--- config.mk ---
export PLATFORM = sky130hd
export DESIGN_NAME = load_store_unit
export DESIGN_NICKNAME = d
export VERILOG_FILES = /design/src/rtl/load_store_unit.sv
export SDC_FILE = /design/constraint.sdc
export NUM_CORES = 1
export LEC_CHECK = 0
export CORE_MARGIN = 10
export CORE_UTILIZATION = 41
export CTS_BUF_LIST = sky130_fd_sc_hd__clkbuf_16
export DETAILED_ROUTE_END_ITERATION = 12
export HOLD_SLACK_MARGIN = 0.08
export PLACE_DENSITY = 0.85
export SYNTH_ARGS = -nofsm -noshare
export SYNTH_HDL_FRONTEND = slang
export SYNTH_SLANG_ARGS = --single-unit
export TNS_END_PERCENT = 50
--- constraint.sdc ---
create_clock -name clk -period 2 [get_ports clk]
set_input_delay 0.2 -clock clk [delete_from_list [all_inputs] [get_ports clk]]
set_output_delay 0.2 -clock clk [all_outputs]
set_load 0.005 [all_outputs]
--- src/rtl/load_store_unit.sv ---
`timescale 1ns/1ps
// -----------------------------------------------------------------------------
// load_store_unit
//
// Memory-stage sequencer that sits in front of a 16-bit word-addressed data
// memory with synchronous read and write. It takes one load/store request at a
// time and drives the memory address, data and enable pins. It absorbs the
// memory's one-cycle registered read latency and performs byte loads with
// sign or zero extension. Byte stores are done as read-modify-write. Each
// request ends with a single-cycle response to write-back.
//
// Ports
//   clk, rst        : clock (rising edge), asynchronous active-high reset
//   req_valid/ready : request handshake, accepted on req_valid & req_ready
//   req_op          : 000 LW, 001 LB, 010 LBU, 011 SW, 100 SB, others illegal
//   req_addr        : byte address
//   req_wdata       : store data (SB uses [7:0])
//   req_rd          : destination tag echoed on the response
//   resp_valid      : one-cycle completion pulse
//   resp_data       : load result, 0 for stores and faults
//   resp_rd         : tag of the completed request
//   resp_fault      : request rejected, memory untouched
//   stall           : req_valid while the unit is busy
//   mem_addr        : word address to memory (byte address >> 1)
//   mem_datain      : write data to memory
//   mem_read        : memory MemRead
//   mem_write       : memory MemWrite
//   mem_dataout     : read data from memory, valid one cycle after a read edge
// -----------------------------------------------------------------------------
module load_store_unit #(
    parameter int DEPTH = 32
) (
    input  logic        clk,
    input  logic        rst,
    input  logic        req_valid,
    output logic        req_ready,
    input  logic [2:0]  req_op,
    input  logic [15:0] req_addr,
    input  logic [15:0] req_wdata,
    input  logic [2:0]  req_rd,
    output logic        resp_valid,
    output logic [15:0] resp_data,
    output logic [2:0]  resp_rd,
    output logic        resp_fault,
    output logic        stall,
    output logic [15:0] mem_addr,
    output logic [15:0] mem_datain,
    output logic        mem_read,
    output logic        mem_write,
    input  logic [15:0] mem_dataout
);

    typedef enum logic [1:0] {
        IDLE,
        RD_ISSUE,
        RD_WAIT,
        FINISH
    } state_t;

    localparam logic [2:0] OP_LW  = 3'b000;
    localparam logic [2:0] OP_LB  = 3'b001;
    localparam logic [2:0] OP_SW  = 3'b011;
    localparam logic [2:0] OP_SB  = 3'b100;

    localparam logic [16:0] ADDR_LIMIT = 17'(2 * DEPTH);

    state_t      state, state_next;

    // Request fields captured at acceptance so the requester may change
    // req_* freely while the operation is in flight.
    logic [2:0]  op_q, op_next;
    logic        byte_sel_q, byte_sel_next;
    logic [7:0]  wbyte_q, wbyte_next;
    logic [2:0]  rd_q, rd_next;
    logic        fault_q, fault_next;

    logic        mem_read_next, mem_write_next;
    logic [15:0] mem_addr_next, mem_datain_next;
    logic        resp_valid_next, resp_fault_next;
    logic [15:0] resp_data_next;
    logic [2:0]  resp_rd_next;

    logic        accept_fault;
    logic [7:0]  sel_byte;
    logic [15:0] load_result;
    logic [15:0] merged_word;

    assign req_ready = (state == IDLE);
    assign stall     = req_valid & ~req_ready;

    // A request is rejected up front for an illegal opcode, an address past
    // the end of memory, or a word access on an odd byte address.
    always_comb begin
        accept_fault = 1'b0;
        if (req_op > OP_SB) begin
            accept_fault = 1'b1;
        end
        if ({1'b0, req_addr} >= ADDR_LIMIT) begin
            accept_fault = 1'b1;
        end
        if ((req_op == OP_LW || req_op == OP_SW) && req_addr[0]) begin
            accept_fault = 1'b1;
        end
    end

    // Byte lane selection on the returned word (little-endian), extension for
    // byte loads, and the merged word for the write half of a byte store.
    always_comb begin
        sel_byte    = byte_sel_q ? mem_dataout[15:8] : mem_dataout[7:0];
        load_result = {8'h00, sel_byte};
        if (op_q == OP_LW) begin
            load_result = mem_dataout;
        end else if (op_q == OP_LB) begin
            load_result = {{8{sel_byte[7]}}, sel_byte};
        end
        merged_word = byte_sel_q ? {wbyte_q, mem_dataout[7:0]}
                                 : {mem_dataout[15:8], wbyte_q};
    end

    // Next-state and next-output logic. Memory enables and the response pulse
    // default low so each is asserted for exactly one cycle; address, write
    // data and response payload hold unless explicitly updated.
    always_comb begin
        state_next      = state;
        op_next         = op_q;
        byte_sel_next   = byte_sel_q;
        wbyte_next      = wbyte_q;
        rd_next         = rd_q;
        fault_next      = fault_q;
        mem_read_next   = 1'b0;
        mem_write_next  = 1'b0;
        mem_addr_next   = mem_addr;
        mem_datain_next = mem_datain;
        resp_valid_next = 1'b0;
        resp_data_next  = resp_data;
        resp_rd_next    = resp_rd;
        resp_fault_next = resp_fault;

        case (state)
            IDLE: begin
                if (req_valid) begin
                    op_next       = req_op;
                    byte_sel_next = req_addr[0];
                    wbyte_next    = req_wdata[7:0];
                    rd_next       = req_rd;
                    fault_next    = accept_fault;
                    mem_addr_next = {1'b0, req_addr[15:1]};
                    if (accept_fault) begin
                        state_next = FINISH;
                    end else if (req_op == OP_SW) begin
                        state_next      = FINISH;
                        mem_write_next  = 1'b1;
                        mem_datain_next = req_wdata;
                    end else begin
                        state_next    = RD_ISSUE;
                        mem_read_next = 1'b1;
                    end
                end
            end
            RD_ISSUE: begin
                state_next = RD_WAIT;
            end
            RD_WAIT: begin
                if (op_q == OP_SB) begin
                    state_next      = FINISH;
                    mem_write_next  = 1'b1;
                    mem_datain_next = merged_word;
                end else begin
                    state_next      = IDLE;
                    resp_valid_next = 1'b1;
                    resp_data_next  = load_result;
                    resp_rd_next    = rd_q;
                    resp_fault_next = 1'b0;
                end
            end
            FINISH: begin
                state_next      = IDLE;
                resp_valid_next = 1'b1;
                resp_data_next  = 16'h0000;
                resp_rd_next    = rd_q;
                resp_fault_next = fault_q;
            end
            default: begin
                state_next = IDLE;
            end
        endcase
    end

    // State and registered outputs. Reset drops any in-flight request and
    // clears the memory enables at once, so a pending write never lands.
    always_ff @(posedge clk or posedge rst) begin
        if (rst) begin
            state      <= IDLE;
            op_q       <= 3'b000;
            byte_sel_q <= 1'b0;
            wbyte_q    <= 8'h00;
            rd_q       <= 3'b000;
            fault_q    <= 1'b0;
            mem_read   <= 1'b0;
            mem_write  <= 1'b0;
            mem_addr   <= 16'h0000;
            mem_datain <= 16'h0000;
            resp_valid <= 1'b0;
            resp_data  <= 16'h0000;
            resp_rd    <= 3'b000;
            resp_fault <= 1'b0;
        end else begin
            state      <= state_next;
            op_q       <= op_next;
            byte_sel_q <= byte_sel_next;
            wbyte_q    <= wbyte_next;
            rd_q       <= rd_next;
            fault_q    <= fault_next;
            mem_read   <= mem_read_next;
            mem_write  <= mem_write_next;
            mem_addr   <= mem_addr_next;
            mem_datain <= mem_datain_next;
            resp_valid <= resp_valid_next;
            resp_data  <= resp_data_next;
            resp_rd    <= resp_rd_next;
            resp_fault <= resp_fault_next;
        end
    end

endmodule

Word level (Yosys, flattened, before mapping)
Cells that the tools add are included.
{"block": "op_classes", "order_cmp": 2, "eq_ne": 11, "mux": 34, "n_bitwise": 2, "n_reduce_logical": 10}
{"operator": "16-bit two-way mux", "n": 8}
{"operator": "16-bit one-hot mux with 2 select lines", "n": 2}
{"operator": "16-bit by 7-bit greater-or-equal comparator with 1-bit output (second input constant)", "n": 1}
{"operator": "1-bit two-way mux", "n": 13}
{"operator": "2-bit two-way mux", "n": 4}
{"operator": "8-bit two-way mux", "n": 1}
{"operator": "2-bit != test (second input constant)", "n": 4}
{"operator": "2-bit one-hot mux with 4 select lines", "n": 1}
{"operator": "3-bit logical NOT", "n": 2}
{"operator": "1-bit one-hot mux with 2 select lines", "n": 3}
{"operator": "3-bit one-hot mux with 2 select lines", "n": 1}
{"operator": "5-bit AND reduction", "n": 1}
{"operator": "2-bit == test (second input constant)", "n": 2}
{"operator": "2-bit AND reduction", "n": 2}
{"operator": "2-bit nonzero test", "n": 2}
{"operator": "3-bit by 1-bit == test with 1-bit output (second input constant)", "n": 1}
{"operator": "3-bit by 2-bit == test with 1-bit output (second input constant)", "n": 1}
{"operator": "3-bit == test (second input constant)", "n": 1}
{"operator": "3-bit > comparator (second input constant)", "n": 1}
{"operator": "3-bit two-way mux", "n": 1}
{"operator": "2-bit by 1-bit == test with 1-bit output (second input constant)", "n": 1}
{"operator": "2-bit logical NOT", "n": 1}
{"operator": "2-bit by 1-bit != test with 1-bit output (second input constant)", "n": 1}
{"operator": "1-bit AND", "n": 1}
{"operator": "3 further kinds", "n": 3}
{"block": "totals", "ff_bits": 72, "input_bits": 57, "output_inout_bits": 57, "word_cells": 73}

Depth between registers and ports, before layout
Gate-level depths: netlist of run 1.
{"block": "depth", "ltp_word": 7, "mapped_depth": 6, "depth_no_buf": 4}

Least setup slack after synthesis of run 1
No wires, ideal clock.
{"block": "synth_timing", "path_type": "register to register", "start": "register state[1]", "end": "register mem_datain[0]", "setup_ps": 125, "t_arrival_ps": 1735, "required_ps": 1875, "setup_slack_ps": 140, "path_stages_with_launch": 7, "path_buffers": 2, "period_less_slack_ps": 1860, "cell_sequence": "dfrtp_1 or3b_1 buf_2 o21ai_2 a21boi_4 buf_12 mux2_4"}
{"block": "synth_via", "elab_chain_len": 3, "word_cells_on_any_way": 9, "cone_classes": "eq/ne: 5; mux: 1; reduce/logical: 3"}
{"item": "from (decl)", "line": "67", "text": "state_t state, state_next;"}
{"item": "from (signal assigned)", "line": "208", "text": "state <= state_next;"}
{"item": "2-bit == test or 2-bit logical NOT (tied branches)", "line": "139", "text": "case (state)"}
{"item": "2-bit != test (no source line), or another cell as far along"}
{"item": "5-bit AND reduction (no source line)"}
{"item": "to (signal assigned)", "line": "217", "text": "mem_datain <= mem_datain_next;"}
{"item": "to (decl)", "line": "47", "text": "output logic [15:0] mem_datain,"}
Parallel ways exist; a longest one is shown, timed or not.
A chain may end at the register's enable or synchronous reset.

Worst setup path after layout of run 1
{"block": "layout_timing", "start": "register state[1]", "end": "output req_ready"}
{"block": "layout_via", "elab_chain_len": 1}
{"item": "2-bit logical NOT", "line": "88", "text": "assign req_ready = (state == IDLE);"}
{"item": "to (decl)", "line": "36", "text": "output logic req_ready,"}
No other way between the ends.

==> reports/qor.csv, run 1 <==
metric,value,unit
number of library cell types mapped by synthesis,32,
max_cap viols,0,
Mapped Cells,267,
CP max stage delay,620,ps
Top Layer Used,met4,
yosys warns,0,
leakage,2.12,nW
max-slew violations,0,
Post-CTS Resized,0,
Avg Vias per Cell,5.11,
CTS buffer count,9,
Post-CTS Setup Bufs,0,
fin area,4850,um^2
First-pass DRT Iterations,4,
Clock Sinks,72,
I/O Buffers,112,
DR iter-0 viols,120,
CTS tree,yes,
Clock power frac,20.1,%
final hold viol count,0,
drt drc,0,
Mapped Nets,324,
Place WS,-94.9,ps
vias,2539,
Mapped Area,3260,um^2
total track usage,15.8,%
Sw Share,32.0,%
Die W,109,um
met1 WL,3.61,mm
fin cells,497,
"top cells by count, synth","dfrtp_1 (72), mux2_2 (40), o21ai_0 (35)",
Critical-path top delay cell,clkdlybuf4s50_1,
top-count cell post-synth,dfrtp_1,
row cnt,32,
final worst slack,69.7,ps
H-tree lvl count,3,
global route overflow,0,
first-pass GRT wire length,14.4,mm
Hold Path Class,input port to asynchronous set/reset pin,
"area leader, netlist",dfrtp_1,
CP max FO,5,
largest cells by area after synthesis,"dfrtp_1 (55%), mux2_2 (14%), mux2i_1 (7.7%)",
Max Clk Rate,518,MHz
"Reg clk slew, reported paths",50,ps
top-area cell type share of the netlist area,55.3,%
Root Buffer Master,clkbuf_16,
WL met2,4.61,mm
Detail Route Antenna Nets,0,
final setup violation count,0,
clock latency on the worst-skew pair,330,ps
Comb pwr share,46.7,%
Fin Setup TNS,0,ps
core area,7730,um^2
sequential power share,33.2,%
Placer Congestion,0.776,
Pwr per Cell Area,1590,nW/um^2
RSZ-0062 raised after global routing,no,
kind of critical path,flop to output pin,
asr flop ratio synth,100,%
crit-path cells,nor2_1 > clkdlybuf4s50_1,
DR WL met3,817,um
Final Core Density,62.8,%
die height,109,um
WP data required,1800,ps
Initial Util,42.1,%
number of antenna diodes,0,
clock skew,8.30,ps
count of state elements after synthesis,72,
initial antenna violation count,0,
status,completed,
Startpoint Class,flop,
die area,11900,um^2
post-synthesis sequential area ratio,55.3,%
WL final,9.30,mm
clock tree buffer depth,2,
NetSw,2.47,mW
drt wl/cell,18.7,um
DP HPWL,6.94,mm
Post-synth EDFFs,0,
CP endpoint kind,output pin,
placed cell area,4570,um^2
share of layout cells above drive strength 1,21.0,%
VDD IR max,789,uV
I/O pins,114,
post-route minimum period,1930,ps
Int Pwr,5.25,mW
vias in the first global route,2736,
fin nets,447,
worst path arrival time,1730,ps
hold buffers post-CTS,0,
largest net degree at the start of global routing,73,
final period utilization,96.5,%
dpl cells,481,
ys flop type,dfrtp_1,
Area Overhead vs Synth,49.0,%
Synth Area per Inst,12.2,um^2
## per-layer routing
| layer | vias up | global-route usage (%) |
|---|---|---|
| met3 | 21 | 5.90 |
| met1 | 1239 | 17.3 |
| met4 | 0 | 8.38 |
| li1 | 1192 | - |
| met2 | 87 | 26.1 |
| met5 | - | 0 |
## placed cells by master, fill, tap and decap left out, drive strengths merged, types with 3 or more instances in the layout
cell type | Yosys | final
clkdlybuf4s50 | 0 | 112
o21ai | 36 | 36
mux2 | 49 | 49
buf | 9 | 15
clkinvlp | 0 | 3
nor2 | 12 | 12
mux2i | 25 | 25
nand2 | 34 | 34
dfrtp | 72 | 72
clkbuf | 6 | 9
clkinv | 0 | 4
## area by class of cell
class | instances | area [um^2]
inverter | 3 | 15.0
timing repair buffer | 127 | 1260
multi-input combinational | 177 | 1360
clock buffer | 9 | 225
tap | 102 | 128
sequential | 72 | 1800
fill | 598 | 2870
clock inverter | 7 | 62.6
## logic make-up (layout without fill, tap and decap cells)
family                 count (synthesis)  count (layout)  share of synthesized area, %
AOI/OAI and AO/OA                     44              44                          8.14
buffers and inverters                 18             146                          2.84
DFF                                   72              72                          55.3
muxes                                 74              74                          25.7
other                                  1               1                         0.115
and+or+nand+nor                       58              58                          7.91
## worst max-delay path: cells and delay by family (launching register included)
family        cells  cell delay, ps
buf+inv           1             620
flops             1             410
simple gates      1             370
## through the flow
step | hold WS [ps] | power (mW)
global route | 366 | 8.19
detailed placement | 471 | 6.22
floorplan | 350 | 4.43
global placement | 462 | 6.08
CTS | 336 | 7.79
finish | 319 | 7.72
## sequential cells by signal, summed over array words and instances (netlist names), 2 cells and up
| name | count |
|---|---|
| mem_datain | 16 |
| resp_data | 16 |
| mem_addr | 15 |
| wbyte_q | 8 |
| op_q | 3 |
| rd_q | 3 |
| resp_rd | 3 |
| state | 2 |
## power by group through the flow
stage | combinational [mW] | sequential (mW) | clock, mW
after CTS | 3.66 | 2.57 | 1.57
after floorplan | 1.89 | 2.54 | 0
after global routing | 3.90 | 2.65 | 1.64
final | 3.60 | 2.56 | 1.55
after detailed placement | 3.63 | 2.58 | 0
after global placement | 3.54 | 2.54 | 0
## path summary, 6_finish.rpt
kind / start / slack, ps / end / cells after the start
max: state[1] / 70 / req_ready / 2
min: rst / 320 / resp_rd[2] / 3
max reg2reg: op_q[1] / 140 / mem_datain[14] / 5
min reg2reg: resp_data[14] / 480 / resp_data[14] / 2
max in group asynchronous: rst / 1380 / resp_data[8] / 3
min in group clk: resp_data[14] / 480 / resp_data[14] / 2
(Power assumes the default switching activity.)
==> run 2, diff against run 1 <==
- CAP_MARGIN: unset -> 25
==> results of run 2 <==
Final layout, timing and power as in run 1 (identical DEF).
